## src/rtl/mmio_bridge_pkg.sv

```systemverilog
// mmio_bridge_pkg: shared memory map for the Hack CPU data port.
//   ADDR_LED / ADDR_BUT : IO register addresses just above the 2K RAM window
//   RAM_TOP             : highest RAM address
//   BUT_PRESS_LSB       : bit position of the press flags in the button word
//   sel_t               : one-hot-or-zero region select carried to the read stage
package mmio_bridge_pkg;

  localparam logic [15:0] ADDR_LED      = 16'd2048;
  localparam logic [15:0] ADDR_BUT      = 16'd2049;
  localparam logic [15:0] RAM_TOP       = 16'd2047;
  localparam int          BUT_PRESS_LSB = 8;

  typedef struct packed {
    logic ram;
    logic led;
    logic but;
  } sel_t;

  // All-zero select marks an unmapped address.
  localparam sel_t SEL_NONE = 3'b000;

endpackage

```

## src/rtl/mmio_bridge_if.sv

```systemverilog
// mmio_bridge_if: CPU data port and RAM port bundled for the bridge.
//   CPU side : addressM, dataW, loadM, CLK_CPU, CLK_COUNT in; dataR out
//   RAM side : ram_address, ram_dataW, ram_loadM out; ram_dataR in
//   master   : environment view (CPU plus RAM block)
//   slave    : bridge view
interface mmio_bridge_if;

  logic [15:0] addressM;
  logic [15:0] dataW;
  logic        loadM;
  logic        CLK_CPU;
  logic [31:0] CLK_COUNT;
  logic [15:0] dataR;
  logic [10:0] ram_address;
  logic [15:0] ram_dataW;
  logic        ram_loadM;
  logic [15:0] ram_dataR;

  modport master (
    output addressM, dataW, loadM, CLK_CPU, CLK_COUNT, ram_dataR,
    input  dataR, ram_address, ram_dataW, ram_loadM
  );

  modport slave (
    input  addressM, dataW, loadM, CLK_CPU, CLK_COUNT, ram_dataR,
    output dataR, ram_address, ram_dataW, ram_loadM
  );

endinterface

```

## src/rtl/mmio_bridge_button_debounce.sv

```systemverilog
// button_debounce: 2-flop synchroniser, shared-counter debouncer and
// write-1-to-clear press latch for NBUT raw buttons.
//   i_clk, i_rst : system clock, async active-high reset
//   i_but        : raw asynchronous buttons
//   i_clr        : per-bit press clear strobe
//   o_deb        : debounced level
//   o_press      : latched press flags (set on debounced rising edge)
module button_debounce #(
  parameter int NBUT            = 2,
  parameter int DEBOUNCE_CYCLES = 1000000
) (
  input  logic            i_clk,
  input  logic            i_rst,
  input  logic [NBUT-1:0] i_but,
  input  logic [NBUT-1:0] i_clr,
  output logic [NBUT-1:0] o_deb,
  output logic [NBUT-1:0] o_press
);

  localparam int            CW      = $clog2(DEBOUNCE_CYCLES) + 1;
  localparam logic [CW-1:0] CNT_MAX = CW'(DEBOUNCE_CYCLES - 1);

  logic [NBUT-1:0] r_meta;
  logic [NBUT-1:0] r_sync;
  logic [NBUT-1:0] r_deb;
  logic [NBUT-1:0] r_press;
  logic [CW-1:0]   r_cnt;
  logic            w_update;
  logic [NBUT-1:0] w_rise;

  // The debounced word takes the synchronised word once the counter expires.
  assign w_update = (r_sync != r_deb) && (r_cnt == CNT_MAX);
  assign w_rise   = w_update ? (r_sync & ~r_deb) : {NBUT{1'b0}};

  // Synchroniser, stability counter and debounced level.
  always_ff @(posedge i_clk or posedge i_rst) begin
    if (i_rst) begin
      r_meta <= {NBUT{1'b0}};
      r_sync <= {NBUT{1'b0}};
      r_deb  <= {NBUT{1'b0}};
      r_cnt  <= {CW{1'b0}};
    end else begin
      r_meta <= i_but;
      r_sync <= r_meta;
      if (r_sync == r_deb) begin
        r_cnt <= {CW{1'b0}};
      end else if (w_update) begin
        r_deb <= r_sync;
        r_cnt <= {CW{1'b0}};
      end else if (r_cnt < CNT_MAX) begin
        r_cnt <= r_cnt + {{(CW-1){1'b0}}, 1'b1};
      end else begin
        r_cnt <= r_cnt;
      end
    end
  end

  // Press latch: a rising edge in the same cycle as a clear keeps the flag set.
  always_ff @(posedge i_clk or posedge i_rst) begin
    if (i_rst) begin
      r_press <= {NBUT{1'b0}};
    end else begin
      r_press <= (r_press & ~i_clr) | w_rise;
    end
  end

  assign o_deb   = r_deb;
  assign o_press = r_press;

endmodule

```

## src/rtl/mmio_bridge.sv

```systemverilog
// mmio_bridge: address decode and memory-mapped IO between the Hack CPU data
// port and the 2K x 16 RAM.
//   CLK_100MHz, RST : system clock, async active-high reset
//   bus             : CPU data port and RAM port (slave view)
//   led             : LED register drive (address 2048)
//   but             : raw buttons (read back through address 2049)
// Read data has one cycle of latency for both RAM and IO so the CPU sees a
// single uniform timing.
module mmio_bridge
  import mmio_bridge_pkg::*;
#(
  parameter int NLED            = 2,
  parameter int NBUT            = 2,
  parameter int DEBOUNCE_CYCLES = 1000000,
  parameter int WR_SLOT         = 10
) (
  input  logic            CLK_100MHz,
  input  logic            RST,
  mmio_bridge_if.slave    bus,
  output logic [NLED-1:0] led,
  input  logic [NBUT-1:0] but
);

  sel_t            w_sel;
  logic            w_wr_stb;
  logic [NBUT-1:0] w_clr;
  logic [NBUT-1:0] w_deb;
  logic [NBUT-1:0] w_press;
  logic [15:0]     w_io_word;
  logic [NLED-1:0] r_led;
  sel_t            r_sel;
  logic [15:0]     r_io;

  assign w_sel.ram = (bus.addressM <= RAM_TOP);
  assign w_sel.led = (bus.addressM == ADDR_LED);
  assign w_sel.but = (bus.addressM == ADDR_BUT);

  // One pulse per CPU cycle, on the same phase slot the RAM commits on.
  assign w_wr_stb = bus.loadM & bus.CLK_CPU & (bus.CLK_COUNT == 32'(WR_SLOT));

  assign bus.ram_address = bus.addressM[10:0];
  assign bus.ram_dataW   = bus.dataW;
  assign bus.ram_loadM   = bus.loadM & w_sel.ram;

  assign w_clr = (w_wr_stb & w_sel.but) ? bus.dataW[BUT_PRESS_LSB +: NBUT] : {NBUT{1'b0}};

  button_debounce #(
    .NBUT            (NBUT),
    .DEBOUNCE_CYCLES (DEBOUNCE_CYCLES)
  ) u_button_debounce (
    .i_clk   (CLK_100MHz),
    .i_rst   (RST),
    .i_but   (but),
    .i_clr   (w_clr),
    .o_deb   (w_deb),
    .o_press (w_press)
  );

  // LED register; only the low NLED data bits are kept.
  always_ff @(posedge CLK_100MHz or posedge RST) begin
    if (RST) begin
      r_led <= {NLED{1'b0}};
    end else if (w_wr_stb && w_sel.led) begin
      r_led <= bus.dataW[NLED-1:0];
    end else begin
      r_led <= r_led;
    end
  end

  assign led = r_led;

  // IO read word for the current address, zero for anything that is not IO.
  always_comb begin
    w_io_word = 16'h0000;
    if (w_sel.led) begin
      w_io_word[NLED-1:0] = r_led;
    end else if (w_sel.but) begin
      w_io_word[BUT_PRESS_LSB +: NBUT] = w_press;
      w_io_word[NBUT-1:0]              = w_deb;
    end else begin
      w_io_word = 16'h0000;
    end
  end

  // Read stage: capture the region select and IO word alongside the RAM read.
  always_ff @(posedge CLK_100MHz or posedge RST) begin
    if (RST) begin
      r_sel <= SEL_NONE;
      r_io  <= 16'h0000;
    end else begin
      r_sel <= w_sel;
      r_io  <= w_io_word;
    end
  end

  assign bus.dataR = r_sel.ram               ? bus.ram_dataR :
                     (r_sel.led | r_sel.but) ? r_io          : 16'h0000;

endmodule

```

## src/flat_wrapper.sv

```systemverilog
// flat-port wrapper written by rule: the top's interface ports become plain ports
module mmio_bridge_flat import mmio_bridge_pkg::*;
#(
  parameter int NLED            = 2,
  parameter int NBUT            = 2,
  parameter int DEBOUNCE_CYCLES = 1000000,
  parameter int WR_SLOT         = 10
)
  (CLK_100MHz, RST, led, but, bus_addressM, bus_dataW, bus_loadM, bus_CLK_CPU, bus_CLK_COUNT, bus_ram_dataR, bus_dataR, bus_ram_address, bus_ram_dataW, bus_ram_loadM);
  mmio_bridge_if bus_i ();
  input  logic CLK_100MHz;
  input  logic RST;
  output logic [NLED-1:0] led;
  input  logic [NBUT-1:0] but;
  input wire logic [$bits(bus_i.addressM)-1:0] bus_addressM;
  input wire logic [$bits(bus_i.dataW)-1:0] bus_dataW;
  input wire logic [$bits(bus_i.loadM)-1:0] bus_loadM;
  input wire logic [$bits(bus_i.CLK_CPU)-1:0] bus_CLK_CPU;
  input wire logic [$bits(bus_i.CLK_COUNT)-1:0] bus_CLK_COUNT;
  input wire logic [$bits(bus_i.ram_dataR)-1:0] bus_ram_dataR;
  output wire logic [$bits(bus_i.dataR)-1:0] bus_dataR;
  output wire logic [$bits(bus_i.ram_address)-1:0] bus_ram_address;
  output wire logic [$bits(bus_i.ram_dataW)-1:0] bus_ram_dataW;
  output wire logic [$bits(bus_i.ram_loadM)-1:0] bus_ram_loadM;
  assign bus_i.addressM = bus_addressM;
  assign bus_i.dataW = bus_dataW;
  assign bus_i.loadM = bus_loadM;
  assign bus_i.CLK_CPU = bus_CLK_CPU;
  assign bus_i.CLK_COUNT = bus_CLK_COUNT;
  assign bus_i.ram_dataR = bus_ram_dataR;
  assign bus_dataR = bus_i.dataR;
  assign bus_ram_address = bus_i.ram_address;
  assign bus_ram_dataW = bus_i.ram_dataW;
  assign bus_ram_loadM = bus_i.ram_loadM;
  mmio_bridge #(.NLED(NLED), .NBUT(NBUT), .DEBOUNCE_CYCLES(DEBOUNCE_CYCLES), .WR_SLOT(WR_SLOT)) u_core (.CLK_100MHz(CLK_100MHz), .RST(RST), .bus(bus_i), .led(led), .but(but));
endmodule
```

## config.mk

```make
export PLATFORM = sky130hd
export DESIGN_NAME = mmio_bridge_flat
export DESIGN_NICKNAME = d
export VERILOG_FILES = /design/src/rtl/mmio_bridge_pkg.sv /design/src/rtl/mmio_bridge_if.sv /design/src/rtl/mmio_bridge_button_debounce.sv /design/src/rtl/mmio_bridge.sv /design/src/flat_wrapper.sv
export SDC_FILE = /design/constraint.sdc
export NUM_CORES = 1
export LEC_CHECK = 0
export BUFFER_PORTS_ARGS = -buffer_cell sky130_fd_sc_hd__buf_2
export CAP_MARGIN = 0
export CORE_ASPECT_RATIO = 0.8
export CORE_UTILIZATION = 40
export CTS_CLUSTER_DIAMETER = 120
export DETAILED_ROUTE_END_ITERATION = 8
export GPL_ROUTABILITY_DRIVEN = 1
export PLACE_DENSITY = 0.78
export REMOVE_ABC_BUFFERS = 1
export SYNTH_ARGS = -nofsm -noshare
export SYNTH_HDL_FRONTEND = slang
export SYNTH_HIERARCHICAL = 1
export SYNTH_SLANG_ARGS = --single-unit
```

## constraint.sdc

```tcl
create_clock -name CLK_100MHz -period 2.2 [get_ports CLK_100MHz]
set_input_delay 0.33 -clock CLK_100MHz [delete_from_list [all_inputs] [get_ports CLK_100MHz]]
set_output_delay 0.33 -clock CLK_100MHz [all_outputs]
set_load 0.02 [all_outputs]
```

# After elaboration in Yosys (flattened, before gate mapping)

Index checks and enable logic that the tools add are counted.

Flip-flop bits (word level): 44
Input port bits: 86
Output and inout bits: 46
Logic and storage cells: 45

Add/sub/neg operators: 1
$lt $le $gt $ge: 2
Equal/unequal tests: 6
Multiplexer cells: 11
Bitwise gates (word level): 11
Reductions and logical operators: 4

Operators by type and width:

| operator                                                          | count |
|---|---|
| two-way mux 21 bit                                                | 3 |
| equality test 16 x 12 -> 1 bit (second input constant)            | 2 |
| equality test 32 x 4 -> 1 bit (second input constant)             | 1 |
| adder 21 x 1 -> 21 bit (second input constant)                    | 1 |
| equality test 21 x 20 -> 1 bit (second input constant)            | 1 |
| < comparator 21 x 20 -> 1 bit (second input constant)             | 1 |
| less-or-equal comparator 16 x 11 -> 1 bit (second input constant) | 1 |
| two-way mux 16 bit                                                | 1 |
| two-way mux 10 bit                                                | 1 |
| two-way mux 2 bit                                                 | 5 |
| two-way mux 8 bit                                                 | 1 |
| AND 1 bit                                                         | 4 |
| AND 2 bit                                                         | 2 |
| NOT 2 bit                                                         | 2 |
| nonzero test 3 bit                                                | 1 |
| equality test 2 bit                                               | 1 |
| logical AND 1 bit                                                 | 2 |
| inequality test 2 bit                                             | 1 |
| OR 2 bit                                                          | 1 |
| AND reduction 2 bit                                               | 1 |
| NOT 1 bit                                                         | 1 |
| OR 1 bit                                                          | 1 |

# Depth between registers and ports, before layout

Gate-level depths: netlist (run 1).

Word-level depth: 7
Depth in mapped cells: 7
Mapped depth without buffers: 6

# Hierarchy

Netlist (run 1), hierarchy kept.

By module, submodules not included:

| module          | times used | cells an instance | area each (µm²) | seq. area each (µm²) |
|---|---|---|---|---|
| button_debounce | 1          | 140               | 1437.6          | 725.7 |
| mmio_bridge     | 1          | 98                | 855.8           | 225.2 |

# Worst setup path before layout (run 1)

OpenSTA, ideal clock, no wires.

Kind: reg2reg
Start point: register u_core.u_button_debounce.r_cnt[10]
End point: register u_core.u_button_debounce.r_cnt[2]
Library setup time: 0.079 ns
Arrival: 1.847 ns
Data required time: 2.121 ns
Path slack: 0.274 ns
Cell stages (with the launch flop): 7
Buffers on the path: 1
Clock period less this slack: 1.926 ns
Cells stage by stage: dfrtp_1 -> nor4_4 -> a311oi_2 -> a211o_1 -> buf_6 -> or3_1 -> a21oi_1

Word-level cells in the longest chain between the ends: 4
Elaborated cells on any way between the ends: 6
Classes of those cells: order compare: 1; eq/ne: 1; mux: 2; reduce/logical: 2

RTL lines:

| element                                                                               | line                              | source |
|---|---|---|
| start, declared                                                                       | mmio_bridge_button_debounce.sv:27 | `logic [CW-1:0] r_cnt;` |
| start signal, assigned                                                                | mmio_bridge_button_debounce.sv:41 | `r_cnt <= {CW{1'b0}};` |
| start signal, assigned                                                                | mmio_bridge_button_debounce.sv:46 | `r_cnt <= {CW{1'b0}};` |
| start signal, assigned                                                                | mmio_bridge_button_debounce.sv:49 | `r_cnt <= {CW{1'b0}};` |
| parallel branches: the longest is 4 deep, another holds < comparator 21 x 20 -> 1 bit | --                                |  |

Several ways; the timed one is not identified.
A chain may end at the register's enable or synchronous reset.

# Worst setup path in the final report (run 1)

Start point: register u_core.u_button_debounce.r_cnt[10]
End point: register u_core.u_button_debounce.r_cnt[8]

Same word-level chain as after synthesis.

==> impl.org, run 1 <==
** Cells and area
- Fill cells in the final layout number 517.
- The final layout contains 413 nets.
- Non-filler cells in the finished layout :: 403
- Share of final-layout standard cells stronger than drive strength 1 :: 0.403
- The library cells used most frequently in the layout, excluding fill and tap cells, are 107 x sky130_fd_sc_hd__buf_2, 38 x sky130_fd_sc_hd__dfrtp_1, 18 x sky130_fd_sc_hd__and2_1, 16 x sky130_fd_sc_hd__nor2_1.
- With fillers left out, the area of the finished cells amounts to 0.00286 mm^2.
- At the end of the flow the core is filled with cells to 0.520.
- Number of antenna cells inserted :: 0
- Compared with the post-synthesis result, the final layout area differs by 24.5%.
- Most common library cell in the layout ignoring fill and taps :: sky130_fd_sc_hd__buf_2

** Critical path
- CP Capture Type :: flip-flop
- Measured in cells, the most critical reg-to-reg path has a length of 5.
- Of all nets on the critical path, the largest fanout is 14.
- Reg-to-reg setup timing slack :: 0.1 ns
- The worst setup path is of the reg2reg kind.
- Reg-to-reg startpoint :: u_core/u_button_debounce/r_cnt[10]
- In this run the critical register-to-register path is captured at u_core/u_button_debounce/r_cnt[8].
- For the worst setup path, the data required time is 2.42 ns.
- The worst setup path is launched from a flip-flop.
- Crit path arrival time :: 2.32 ns

** STA
- The total count of hold-check failures in the final report was 0.
- Final clock period utilization by the worst path :: 0.955
- Setup repair after global routing left no endpoint under its margin.
- Worst-margin pin slew :: 0.411 ns
- Slew HR :: 0.726
- Between clock sinks in the finished design, the worst skew comes to 0.00849 ns.
- Final number of setup-violating endpoints :: 0
- Fin. max-slew vios :: 0
- For this run, the top clock speed supported by timing is 476 MHz.
- Worst setup slack after layout :: 0.0999 ns
- After layout, the minimum clock period comes to 2.10 ns.
- Total negative setup slack :: 0 ns

** Synth
- Mapped Cells :: 238
- Yosys mapped the design onto 43 distinct sky130hd cell types.
- Average cell area after synthesis :: 9.64 um^2
- Main area contributors after synthesis :: sky130_fd_sc_hd__dfrtp_1 41%, sky130_fd_sc_hd__buf_4 8.8%, sky130_fd_sc_hd__and2_1 4.9%, sky130_fd_sc_hd__nor4_1 3.5%, sky130_fd_sc_hd__o21ai_0 2.8%
- Of the total synthesized cell area, the portion taken by full adders, half adders and majority gates is 0.0164.
- Count of flip-flops with a built-in enable after synthesis :: 0
- Parity-gate share of the synthesized area counting xor and xnor cells :: 0.0420
- Total of flip-flops plus latches after synthesis :: 38
- Share of synthesized registers carrying an async set or reset :: 1.00
- The cell area that synthesis handed to floorplanning was 0.00229 mm^2.
- During synthesis, Yosys emitted a total of 6 warnings.
- The synthesized-area fraction occupied by ao, oa, aoi and oai cells is 0.0922.
- Post-synth top area cell :: sky130_fd_sc_hd__dfrtp_1
- Simple logic cell fraction of the synthesized area :: 0.292
- Largest family of logic cells by synthesized area :: simple AND/OR/NAND/NOR gates
- For this run, the register share of the synthesized area comes to 0.415.
- Of the post-synthesis cell area, the dominant cell type holds 0.415.
- Dominant register cell in the synthesized netlist :: sky130_fd_sc_hd__dfrtp_1
- Of the post-synthesis cell area, the part taken by muxes is 0.0240.

** Die
- Die Footprint :: 0.00604 mm^2
- The floorplan step defined a core boundary enclosing 0.00550 mm^2.
- Horizontal die dimension :: 86.7 um
- Boundary pin count :: 132
- Die Ht :: 69.7 um
- FP Rows :: 24
- The initial utilization of the core area, before any placement, comes to 0.417.

** Worst hold path
- Along the worst hold path, the cell count comes to 1.
- Capture endpoint of the worst hold path :: u_core/u_button_debounce/r_meta[0]
- Startpoint of the worst hold path :: but[0]
- In this run the worst hold path is classified as in2reg.

** Clocking
- After clock tree synthesis, the clock-pin slew on the worst setup and hold paths is 0.07 ns.
- Insertion delay of the later-clocked pin in the worst-skew pair :: 0.30 ns
- Clock tree root buffer cell :: sky130_fd_sc_hd__clkbuf_8
- TritonCTS built the clock tree.
- Buffer levels on the longest clock path :: 2
- CTS HTree Levels :: 2
- Number of clock sinks :: 38
- Post-CTS Repair Setup Buffers :: 0
- CTS buffer count :: 5

** Global routing
- The first global-routing pass estimated 9070 um of wire.
- Entering global routing, the biggest net connects 30 pins.
- The number of global-route vias before repair was 1,887.
- For this run, the total global-route usage over all layers was measured as 0.201.
- Summed over all layers, the global routing overflow is 0.
- The initial antenna violation count is 0.

** Power
- PD cells :: 546 mW/mm^2
- Leakage :: 0.00137 uW
- VDD sags by at most 0.000514 V.

** Place
- Detailed placement finished with a half-perimeter wire length of 4590 um.
- Worst setup slack before clock tree synthesis :: 0.145 ns
- Port buffer count :: 107
- In this run, placement finished with an instance count of 394.
- The placed instances occupy a cell area of 0.00273 mm^2.
- The congestion estimate from routability-driven global placement came to 0.809.

** Drt
- Vias post-DR :: 2,043
- Final antenna-violating net count :: 0
- Wirelength, routed :: 5740 um
- For this run, design rule violations remaining after detail routing come to 0.
- The first detailed-routing pass took 4 iterations.
- In the final routed layout, each cell accounts on average for 14.2 um.
- Mean number of vias per cell :: 5.07
- The first routing iteration left 93 violations.

** Status
- The flow ran to the end, and the final reports show no timing, DRC or antenna violations.

** Job
- The tool flagged a number of max-cap violations equal to 0.
-- power breakdown --
| group | internal [uW] | switching, uW | total (uW) |
|---|---|---|---|
| sequential | 726 | 32.9 | 759 |
| clock | 337 | 260 | 597 |
| combinational | 94.0 | 108 | 202 |
-- worst max-delay path by stage --
stage | from | endpoint | depth (start not counted)
finish | u_core/u_button_debounce/r_cnt[10] | u_core/u_button_debounce/r_cnt[8] | 5
global route | u_core/u_button_debounce/r_cnt[10] | u_core/u_button_debounce/r_cnt[8] | 5
CTS | u_core/u_button_debounce/r_cnt[10] | u_core/u_button_debounce/r_cnt[8] | 5
detailed placement | u_core/u_button_debounce/r_cnt[10] | u_core/u_button_debounce/r_cnt[8] | 5
global placement | u_core/u_button_debounce/r_cnt[10] | u_core/u_button_debounce/r_cnt[5] | 5
floorplan | u_core/u_button_debounce/r_cnt[10] | u_core/u_button_debounce/r_cnt[8] | 5
-- per-stage QoR --
step | hold WS (ns) | power (uW)
6_report | 0.142 | 1560
5_1_grt | 0.124 | 1640
4_1_cts | 0.132 | 1570
3_5_place_dp | 0.314 | 976
3_3_place_gp | 0.309 | 967
2_1_floorplan | 0.158 | 840
-- logic make-up (layout without fill, tap and decap cells) --
family          after synthesis  in the layout
simple gates                105            105
buf+inv                      43            130
flops                        38             38
compound gates               33             33
xor+xnor                     11             11
mux                           5              5
fa+ha+maj                     3              3
-- synth_stat cells, types with 3 or more instances --
cell                        n
sky130_fd_sc_hd__nor4_1    13
sky130_fd_sc_hd__ha_1       3
sky130_fd_sc_hd__o21ai_0   13
sky130_fd_sc_hd__buf_4     27
sky130_fd_sc_hd__and4_1     5
sky130_fd_sc_hd__nand4_1    7
sky130_fd_sc_hd__dfrtp_1   38
sky130_fd_sc_hd__inv_1      9
sky130_fd_sc_hd__clkbuf_1   4
sky130_fd_sc_hd__nor2_1    16
sky130_fd_sc_hd__a22o_1     4
sky130_fd_sc_hd__o31ai_1    3
sky130_fd_sc_hd__nand3_1    6
sky130_fd_sc_hd__nor4b_1    5
sky130_fd_sc_hd__xor2_1     4
sky130_fd_sc_hd__nor3_1     3
sky130_fd_sc_hd__a21oi_1    8
sky130_fd_sc_hd__and2_1    18
sky130_fd_sc_hd__nand2_1   13
sky130_fd_sc_hd__xnor2_1    7
sky130_fd_sc_hd__or3_1      5
-- metal layers --
metal,part of all wire,vias up,GRT usage
met1,0.42,945,0.241
met4,0.014,2,0.0667
met2,0.44,85,0.280
met5,0.013,-,0.0909
met3,0.12,6,0.136
li1,-,1005,-
-- layout make-up --
| cell class | count | area (um^2) | share of cell area |
|---|---|---|---|
| Timing Repair Buffer | 113 | 583 | 0.204 |
| Multi-Input combinational cell | 157 | 1080 | 0.377 |
| Inverter | 9 | 33.8 | 0.0118 |
| Sequential cell | 38 | 951 | 0.333 |
| Tap cell | 78 | 97.6 | 0.0342 |
| Clock inverter | 3 | 45.0 | 0.0158 |
| Clock buffer | 5 | 68.8 | 0.0241 |
-- state kept, by name (all words and copies together), names as in the netlist --
name                              flops
u_core/r_sel                          3
u_core/u_button_debounce/r_meta       2
u_core/led                            2
u_core/u_button_debounce/o_deb        2
u_core/u_button_debounce/o_press      2
u_core/r_io                           4
u_core/u_button_debounce/r_sync       2
u_core/u_button_debounce/r_cnt       21
-- timing repair --
action | in CTS | in global routing
hold endpoints to repair | 9 | 0
gates resized for setup | 0 | 1
setup endpoints to repair | 0 | 1
hold buffers | 1 | 0
-- worst max-delay path: stages (launching register included) --
cell	delay, ns
sky130_fd_sc_hd__dfrtp_1	0.46
sky130_fd_sc_hd__nor4_4	0.37
sky130_fd_sc_hd__a311oi_2	0.17
sky130_fd_sc_hd__a211o_1	0.43
sky130_fd_sc_hd__or4_1	0.44
sky130_fd_sc_hd__a21oi_1	0.15
(Power assumes the default switching activity.)
==> run 2, diff against run 1 <==
--- a/config.mk
+++ b/config.mk
@@ -5,6 +5,7 @@
 export SDC_FILE = /design/constraint.sdc
 export NUM_CORES = 1
 export LEC_CHECK = 0
+export ABC_AREA = 1
 export BUFFER_PORTS_ARGS = -buffer_cell sky130_fd_sc_hd__buf_2
 export CAP_MARGIN = 0
 export CORE_ASPECT_RATIO = 0.8
@@ -12,7 +13,8 @@
 export CTS_CLUSTER_DIAMETER = 120
 export DETAILED_ROUTE_END_ITERATION = 8
 export GPL_ROUTABILITY_DRIVEN = 1
-export PLACE_DENSITY = 0.78
+export PLACE_DENSITY = 0.74
+export RECOVER_POWER = 25
 export REMOVE_ABC_BUFFERS = 1
 export SYNTH_ARGS = -nofsm -noshare
 export SYNTH_HDL_FRONTEND = slang
==> run 2 against run 1 <==
Net effect:
- fmax up 1.9%
- sequential cell count unchanged
- synthesized cell count grew 80%
- clock power grew 2%
- setup slack improved by 0.040 ns
- critical path type unchanged
- largest cell class unchanged
- largest power group unchanged
- highest routed layer unchanged
==> impl.org, run 2 <==
** Drt
- Vias post-DR :: 2,891 (+42%)
- The average wire per cell in the routed design is 12.6 um (-12%).
- Final antenna-violating net count :: 0 (unchanged)
- The violation count after the first detailed-routing iteration came to 240 (+160%).
- DRC :: 0 (unchanged)
- Wirelength, routed :: 7550 um (+32%)
- Mean number of vias per cell :: 4.81 (-5.1%)
- Number of iterations in the first detailed-routing pass :: 5 (+1)

** Cells and area
- Largest registers :: u_core/u_button_debounce/r_cnt (21), u_core/r_io (4), u_core/r_sel (3)
- In the layout the commonest cells are 113 x sky130_fd_sc_hd__nand2_1, 105 x sky130_fd_sc_hd__buf_2, 74 x sky130_fd_sc_hd__nor2_1, 60 x sky130_fd_sc_hd__inv_1, 39 x sky130_fd_sc_hd__nand3_1.
- The antenna diode count was 0 (unchanged).
- Flip-flop count of the largest register after layout :: 21 (unchanged)
- Fill count :: 693 (+34%)
- The layout net count was 602 (+46%).
- Top reg by flops :: u_core/u_button_debounce/r_cnt
- The library cell used most frequently in the layout, excluding fill and tap cells, is sky130_fd_sc_hd__nand2_1.
- Layout area overhead :: 17.7%
- Final non-filler cell area :: 0.00342 mm^2 (+20%)
- The fraction of layout cells with a size suffix above 1 is 0.296 (-0.107).

** STA
- Period minus WS final :: 2.06 ns (-0.0398 ns)
- Final number of setup-violating endpoints :: 0 (unchanged)
- The final period utilization is 0.937 (-0.0181).
- Hold Vio Cnt, Final :: 0 (unchanged)
- Setup repair after global routing left no endpoint under its margin.
- The worst-margin pin slew came to 0.571 ns (+0.161 ns).
- Fin. max-slew vios :: 0 (unchanged)
- The worst slew margin relative to its limit was 0.618 (-0.109).
- The post-route clock skew was 0.00679 ns (-0.00170 ns).
- The setup TNS after final layout came to 0 ns (unchanged).
- Fmax :: 485 MHz (+1.9%)

** Synth
- Total of flip-flops plus latches after synthesis :: 38 (unchanged)
- The gate count of the mapped netlist came to 429 (+80%).
- Portion of synthesized cell area occupied by the leading cell type :: 0.327 (-0.0873)
- Ranked by instance count, the synthesized netlist is headed by 113 x sky130_fd_sc_hd__nand2_1, 71 x sky130_fd_sc_hd__nor2_1, 60 x sky130_fd_sc_hd__inv_1, 39 x sky130_fd_sc_hd__nand3_1, 38 x sky130_fd_sc_hd__dfrtp_1.
- Ys Warns :: 6 (unchanged)
- Share of synthesized registers carrying an async set or reset :: 1.00 (unchanged)
- The sequential-to-total area share from yosys stat came to 0.327 (-0.0873).
- The count of flip-flops with a built-in enable after synthesis is 0 (unchanged).
- The biggest area contributor in the post-synthesis netlist is sky130_fd_sc_hd__dfrtp_1.
- Distinct cell type count after synthesis :: 32 (-26%)
- Yosys attributes the largest share of cell area to sky130_fd_sc_hd__dfrtp_1 33%, sky130_fd_sc_hd__nand2_1 15%, sky130_fd_sc_hd__nor2_1 9.2%, sky130_fd_sc_hd__inv_1 7.8%, sky130_fd_sc_hd__buf_4 7.0%.
- The post-synthesis instance area came to 0.00291 mm^2 (+27%).
- Among all cell types in the netlist, the one instantiated most often is sky130_fd_sc_hd__nand2_1.
- In the synthesized netlist the dominant register cell turns out to be sky130_fd_sc_hd__dfrtp_1.
- Average cell area after synthesis :: 6.77 um^2 (-30%)

** Die
- Horizontal die dimension :: 97.3 um (+12%)
- Die Ht :: 78.2 um (+12%)
- The floorplan core area is 0.00696 mm^2 (+27%).
- Boundary pin count :: 132 (unchanged)
- The area of the die was 0.00761 mm^2 (+26%).
- Starting density of the core :: 0.417 (about the same)
- FP Rows :: 27 (+13%)

** Power
- The logic gate share of total power is 0.157 (+0.027).
- The maximum VDD drop was 0.000411 V (-20%).
- Switching portion of total power :: 0.276 (+0.0187)
- The internal power component came to 1180 uW (+2.1%).
- The leakage power total was 0.00192 uW (+40%).
- Proportion of power drawn by the clock network :: 0.374 (-0.009)
- The proportion of power drawn by flip-flops and latches is 0.469 (-0.018).
- The net load switching power is 450 uW (+12%).
- PD cells :: 477 mW/mm^2 (-13%)

** Clocking
- Post-CTS resize count :: 0 (unchanged)
- Insertion delay of the later-clocked pin in the worst-skew pair :: 0.30 ns (about the same)
- CTS buffer count :: 5 (unchanged)
- The total number of H-tree levels is 2 (unchanged).
- Clock tree root buffer cell :: sky130_fd_sc_hd__clkbuf_8
- The clock net sink count was 38 (unchanged).
- TritonCTS built the clock tree.
- The clock transition time at the flip-flop clock pins of the worst setup and hold paths came to 0.08 ns (about the same).
- Buffer levels on the longest clock path :: 2 (unchanged)

** Critical path
- Worst Path Required :: 2.41 ns (about the same)
- Worst R2R End :: u_core/u_button_debounce/o_press[0]
- Critical path class :: reg2reg
- Reg-to-reg setup timing slack :: 0.14 ns (+0.04 ns)
- Critical Path Fanout Max :: 8 (-6)
- The worst setup path is launched from a flip-flop.
- Crit path arrival time :: 2.27 ns (-0.05 ns)
- The critical path starts at u_core/u_button_debounce/r_cnt[0].
- The worst setup path is captured at a flip-flop.
- Following the worst setup path forward leads to its endpoint at u_core/u_button_debounce/o_press[0].
- The number of cells traversed by the worst register-to-register path was 7 (+2).
- In this run the critical register-to-register path is launched from u_core/u_button_debounce/r_cnt[0].

** Place
- The placement-stage cell area came to 0.00332 mm^2 (+22%).
- The estimated wirelength of the detail-placed design was 6070 um (+32%).
- The last weighted congestion value of the routability-driven placer came to 0.943 (+17%).
- Port buffer count :: 107 (unchanged)

** Global routing
- The maximum number of pins on one net before global-route repair is 30 (unchanged).
- Total congestion overflow :: 0 (unchanged)
- The overall routing resource usage is 0.213 (+0.0117).
- The number of global-route vias before repair was 2,673 (+42%).
- The initial antenna violation count is 0 (unchanged).
- Global-route wire length before repair :: 12,800 um (+41%)

** Status
- The run finished with clean final reports.

** Worst hold path
- The worst hold path belongs to the class in2reg.

** Job
- The number of maximum-capacitance violations came to 0 (unchanged).
run 2: cell type report:
type,count,area [um^2],area share
Timing Repair Buffer,111,566,0.165
Multi-Input combinational cell,294,1450,0.422
Clock buffer,5,68.8,0.0201
Clock inverter,3,45.0,0.0132
Sequential cell,38,951,0.278
Inverter,63,236,0.0691
Tap cell,87,109,0.0318
run 2: critical path, cell delays in order (launching register included):
cell                      delay [ns]
sky130_fd_sc_hd__dfrtp_1        0.43
sky130_fd_sc_hd__ha_1           0.24
sky130_fd_sc_hd__nand3_1        0.18
sky130_fd_sc_hd__nor2_1         0.17
sky130_fd_sc_hd__nand3_1        0.20
sky130_fd_sc_hd__nor2_1         0.50
sky130_fd_sc_hd__nand2_1        0.13
sky130_fd_sc_hd__o21ai_0        0.12
run 2: worst min-delay path by stage:
| stage | endpoint | slack (ns) | cells after the start | startpoint |
|---|---|---|---|---|
| after floorplan | u_core/led[0] | 0.16 | 1 | RST |
| after global placement | u_core/r_io[8] | 0.30 | 2 | RST |
| after detailed placement | u_core/r_io[8] | 0.31 | 2 | RST |
| after CTS | u_core/u_button_debounce/r_meta[0] | 0.14 | 1 | but[0] |
| after global routing | u_core/u_button_debounce/r_meta[1] | 0.13 | 1 | but[1] |
| final | u_core/u_button_debounce/r_meta[0] | 0.14 | 1 | but[0] |
run 2: logic make-up after synthesis:
logic type	after synthesis	share of synthesized area
XOR/XNOR	11	0.0332
AND/OR/NAND/NOR	264	0.414
adder cells (fa/ha/maj)	3	0.0129
AO/OA/AOI/OAI	16	0.0431
buffers and inverters	97	0.169
flip-flops	38	0.327
run 2: per-stage QoR:
step / util / setup WS [ns] / total power (uW) / hold slack [ns] / instances
finish: 0.492 / 0.140 / 1630 / 0.139 / 601
global route: 0.492 / 0.00380 / 1710 / 0.130 / 601
CTS: 0.494 / 0.184 / 1640 / 0.140 / 601
detailed placement: 0.477 / 0.187 / 1030 / 0.307 / 592
global placement: 0.477 / 0.264 / 1030 / 0.300 / 592
floorplan: - / 0.330 / 893 / 0.158 / 395
run 2: per-layer routing:
metal | wire [um] | global-route usage | share of wire | vias up
met5 | 86 | 0.0839 | 0.011 | -
met4 | 102 | 0.0721 | 0.014 | 2
li1 | - | - | - | 1450
met1 | 3180 | 0.258 | 0.42 | 1296
met3 | 939 | 0.118 | 0.12 | 11
met2 | 3250 | 0.313 | 0.43 | 132
run 2: what timing repair did:
item	4_1_cts	5_1_grt
buffers inserted	0	0
hold endpoints to repair	9	0
hold buffers	1	0
run 2: power groups by stage:
stage | sequential (uW) | clock, uW | combinational (uW)
after floorplan | 769 | 0 | 124
after global routing | 769 | 656 | 288
final | 765 | 610 | 256
after CTS | 764 | 615 | 259
after detailed placement | 778 | 0 | 257
after global placement | 777 | 0 | 249
==> run 3, diff against run 2 <==
--- a/config.mk
+++ b/config.mk
@@ -6,16 +6,18 @@
 export NUM_CORES = 1
 export LEC_CHECK = 0
 export ABC_AREA = 1
-export BUFFER_PORTS_ARGS = -buffer_cell sky130_fd_sc_hd__buf_2
 export CAP_MARGIN = 0
 export CORE_ASPECT_RATIO = 0.8
 export CORE_UTILIZATION = 40
 export CTS_CLUSTER_DIAMETER = 120
 export DETAILED_ROUTE_END_ITERATION = 8
+export DONT_BUFFER_PORTS = 1
 export GPL_ROUTABILITY_DRIVEN = 1
-export PLACE_DENSITY = 0.74
+export GPL_TIMING_DRIVEN = 0
+export PLACE_DENSITY = 0.58
 export RECOVER_POWER = 25
 export REMOVE_ABC_BUFFERS = 1
+export SETUP_SLACK_MARGIN = 0.1
 export SYNTH_ARGS = -nofsm -noshare
 export SYNTH_HDL_FRONTEND = slang
 export SYNTH_HIERARCHICAL = 1
==> run 3 against run 2 <==
Net effect:
- power is 16% lower
- final cell count is 18% lower
- die area stayed put
- first-iteration DRC count is 38% lower
- clock skew is 0.00082 ns higher
- sequential power hardly changed
- combinational power is 39% lower
- critical path type unchanged
- critical endpoint is now u_core/u_button_debounce/r_cnt[4]
- largest power group unchanged
==> impl.org, run 3 (synthesis results as in run 2) <==
** Status
- Run status :: finished, final reports clean

** STA
- The post-route minimum period was 1.95 ns (-0.109 ns).
- The post-route clock skew was 0.00761 ns (+0.000817 ns).
- Hold Vio Cnt, Final :: 0 (unchanged)
- Fin. max-slew vios :: 0 (unchanged)
- Fmax :: 513 MHz (+5.6%)
- RSZ-0062 raised after global routing :: false
- The number of setup violations in the final report came to 0 (unchanged).
- Slew HR :: 0.223 (-0.395)
- Final clock period utilization by the worst path :: 0.887 (-0.0498)
- Final-layout worst hold slack :: 0.0664 ns (-0.0728 ns)
- Worst-margin pin slew :: 1.16 ns (+0.593 ns)

** Drt
- The total length of routed wires is 6810 um (-9.9%).
- Routed length per instance :: 13.8 um (+9.4%)
- DRC :: 0 (unchanged)
- The per-cell via count in the routed design is 4.87 (+1.3%).
- The number of iterations in the first detailed-routing pass came to 4 (-1).
- Final antenna-violating net count :: 0 (unchanged)
- The violation count after the first detailed-routing iteration is 148 (-38%).
- The total number of vias came to 2,412 (-17%).

** Cells and area
- Top library cells by usage in the layout, fill and taps aside :: 112 x sky130_fd_sc_hd__nand2_1, 70 x sky130_fd_sc_hd__nor2_1, 59 x sky130_fd_sc_hd__inv_1, 39 x sky130_fd_sc_hd__nand3_1, 38 x sky130_fd_sc_hd__dfrtp_1
- Most common library cell in the layout ignoring fill and taps :: sky130_fd_sc_hd__nand2_1
- Flip-flop count of the largest register after layout :: 21 (unchanged)
- Share of the core filled with cells in the final layout :: 0.417 (-0.0741)
- Number of nets in the layout :: 497 (-17%)
- Multi-input combinational cell area :: 0.00148 mm^2 (+2.5%)
- The number of inserted filler cells in the final layout is 743 (+7.2%).
- The largest registers in the layout are u_core/u_button_debounce/r_cnt (21), u_core/r_io (4), u_core/r_sel (3).
- Non-filler cells in the finished layout :: 495 (-18%)
- Register area :: 951 um^2 (unchanged)
- From synthesis to final layout, the design area changed by 0.000138%.
- Share of final-layout standard cells stronger than drive strength 1 :: 0.127 (-0.168)
- The antenna diode count came to 0 (unchanged).
- The register with the most flip-flops in the final layout is u_core/u_button_debounce/r_cnt.

** Critical path
- Critical path class :: reg2reg
- The worst setup path is launched from a flip-flop.
- The data arrival time at the worst-slack endpoint is 2.12 ns (-0.15 ns).
- CP Capture Type :: flip-flop
- Critical Path Fanout Max :: 13 (+5)
- The worst endpoint required time was 2.37 ns (-0.04 ns).

** Clocking
- Clock-pin slew of the registers on the worst-case setup and hold paths :: 0.07 ns (about the same)
- Buffer levels on the longest clock path :: 2 (unchanged)
- Insertion delay of the later-clocked pin in the worst-skew pair :: 0.29 ns (about the same)
- TritonCTS built the clock tree.
- CTS buffer count :: 5 (unchanged)
- Number of clock sinks :: 38 (unchanged)
- The total number of H-tree levels is 2 (unchanged).
- The tree is rooted in a sky130_fd_sc_hd__clkbuf_8.

** Die
- Die Footprint :: 0.00761 mm^2 (unchanged)
- Area of the core :: 0.00696 mm^2 (unchanged)
- The I/O pin total was 132 (unchanged).
- The vertical die dimension came to 78.2 um (unchanged).
- FP Rows :: 27 (unchanged)
- Starting density of the core :: 0.417 (unchanged)
- The die span in x was 97.3 um (unchanged).

** Power
- Logic gate share of total power :: 0.114 (-0.043)
- Total power after layout :: 1380 uW (-16%)
- The switching part of the total was 0.266 (-0.0102).
- Sequential power share :: 0.556 (+0.087)
- The net load switching power came to 366 uW (-19%).
- Internal :: 1010 uW (-15%)
- Proportion of power drawn by the clock network :: 0.330 (-0.044)
- PD cells :: 473 mW/mm^2 (-0.77%)
- The leakage power total is 0.00146 uW (-24%).
- The maximum VDD drop is 0.000242 V (-41%).

** Global routing
- Global-route wire length before repair :: 11,100 um (-13%)
- Largest net degree at the start of global routing :: 30 (unchanged)
- The number of global-route vias before repair is 2,232 (-16%).
- Total congestion overflow :: 0 (unchanged)
- Initial antenna violation count :: 0 (unchanged)
- All-Layer GR Usage :: 0.190 (-0.0233)

** Worst hold path
- Tightest Hold Check Type :: in2reg

** Place
- The quantity of I/O buffers inserted on ports was 0 (-100%).
- Placed cell count :: 482 (-19%)
- The estimated wirelength of the detail-placed design is 5250 um (-14%).
- The last weighted congestion value of the routability-driven placer is 0.847 (-10%).

** Job
- The number of maximum-capacitance violations was 0 (unchanged).
[run 3: worst max-delay path: stages (launching register included)]
cell and delay, ns:
sky130_fd_sc_hd__dfrtp_1 0.42, sky130_fd_sc_hd__ha_1 0.23, sky130_fd_sc_hd__nand3_1 0.17, sky130_fd_sc_hd__nor2_2 0.24, sky130_fd_sc_hd__nand2_1 0.08, sky130_fd_sc_hd__nor2_1 0.21
sky130_fd_sc_hd__nor2_4 0.11, sky130_fd_sc_hd__buf_4 0.21, sky130_fd_sc_hd__nand3_1 0.09, sky130_fd_sc_hd__nand2_1 0.06
[run 3: final timing paths]
kind	start	to	slack (ns)	cells after the start
setup / recovery	u_core/u_button_debounce/r_cnt[0]	u_core/u_button_debounce/r_cnt[4]	0.25	9
hold / removal	but[0]	u_core/u_button_debounce/r_meta[0]	0.07	0
setup reg to reg	u_core/u_button_debounce/r_cnt[0]	u_core/u_button_debounce/r_cnt[4]	0.25	9
hold reg to reg	u_core/u_button_debounce/r_meta[0]	u_core/u_button_debounce/r_sync[0]	0.35	0
max in group asynchronous	RST	u_core/u_button_debounce/r_cnt[4]	1.26	1
min in group asynchronous	RST	u_core/u_button_debounce/r_cnt[13]	0.24	1
[run 3: power by group through the flow]
stage	Combinational [uW]	Sequential, uW	Clock [uW]
6_report	157	764	454
5_1_grt	189	770	493
3_5_place_dp	146	777	0
3_3_place_gp	144	777	0
2_1_floorplan	124	769	0
4_1_cts	151	763	469
[run 3: metrics by stage]
stage	setup slack [ns]	area (um^2)	setup TNS, ns
after floorplan	0.330	2650	0
after global routing	0.123	2910	0
final	0.249	2910	0
after detailed placement	-0.379	2760	-5.50
after CTS	0.129	2860	0
after global placement	-0.362	2760	-5.36
[run 3: layer usage]
metal  global-route usage  wire length, um  vias to the layer above
li1                     -                -                     1242
met1                0.254             3250                     1090
met4               0.0515               59                        0
met5                    0                0                        -
met2                0.269             2770                       75
met3               0.0944              731                        5
[run 3: final cells by class]
cell class | count | area share
Inverter | 63 | 0.0827
Tap cell | 87 | 0.0375
Multi-Input combinational cell | 294 | 0.510
Sequential cell | 38 | 0.327
Timing Repair Buffer | 6 | 0.0164
Clock buffer | 7 | 0.0263
[run 3: what timing repair did]
item,CTS,global route
resized for setup,1,4
buffers inserted,1,4
hold buffers,1,0
hold endpoints to repair,9,0
setup endpoints to repair,21,15
pin swaps,1,0
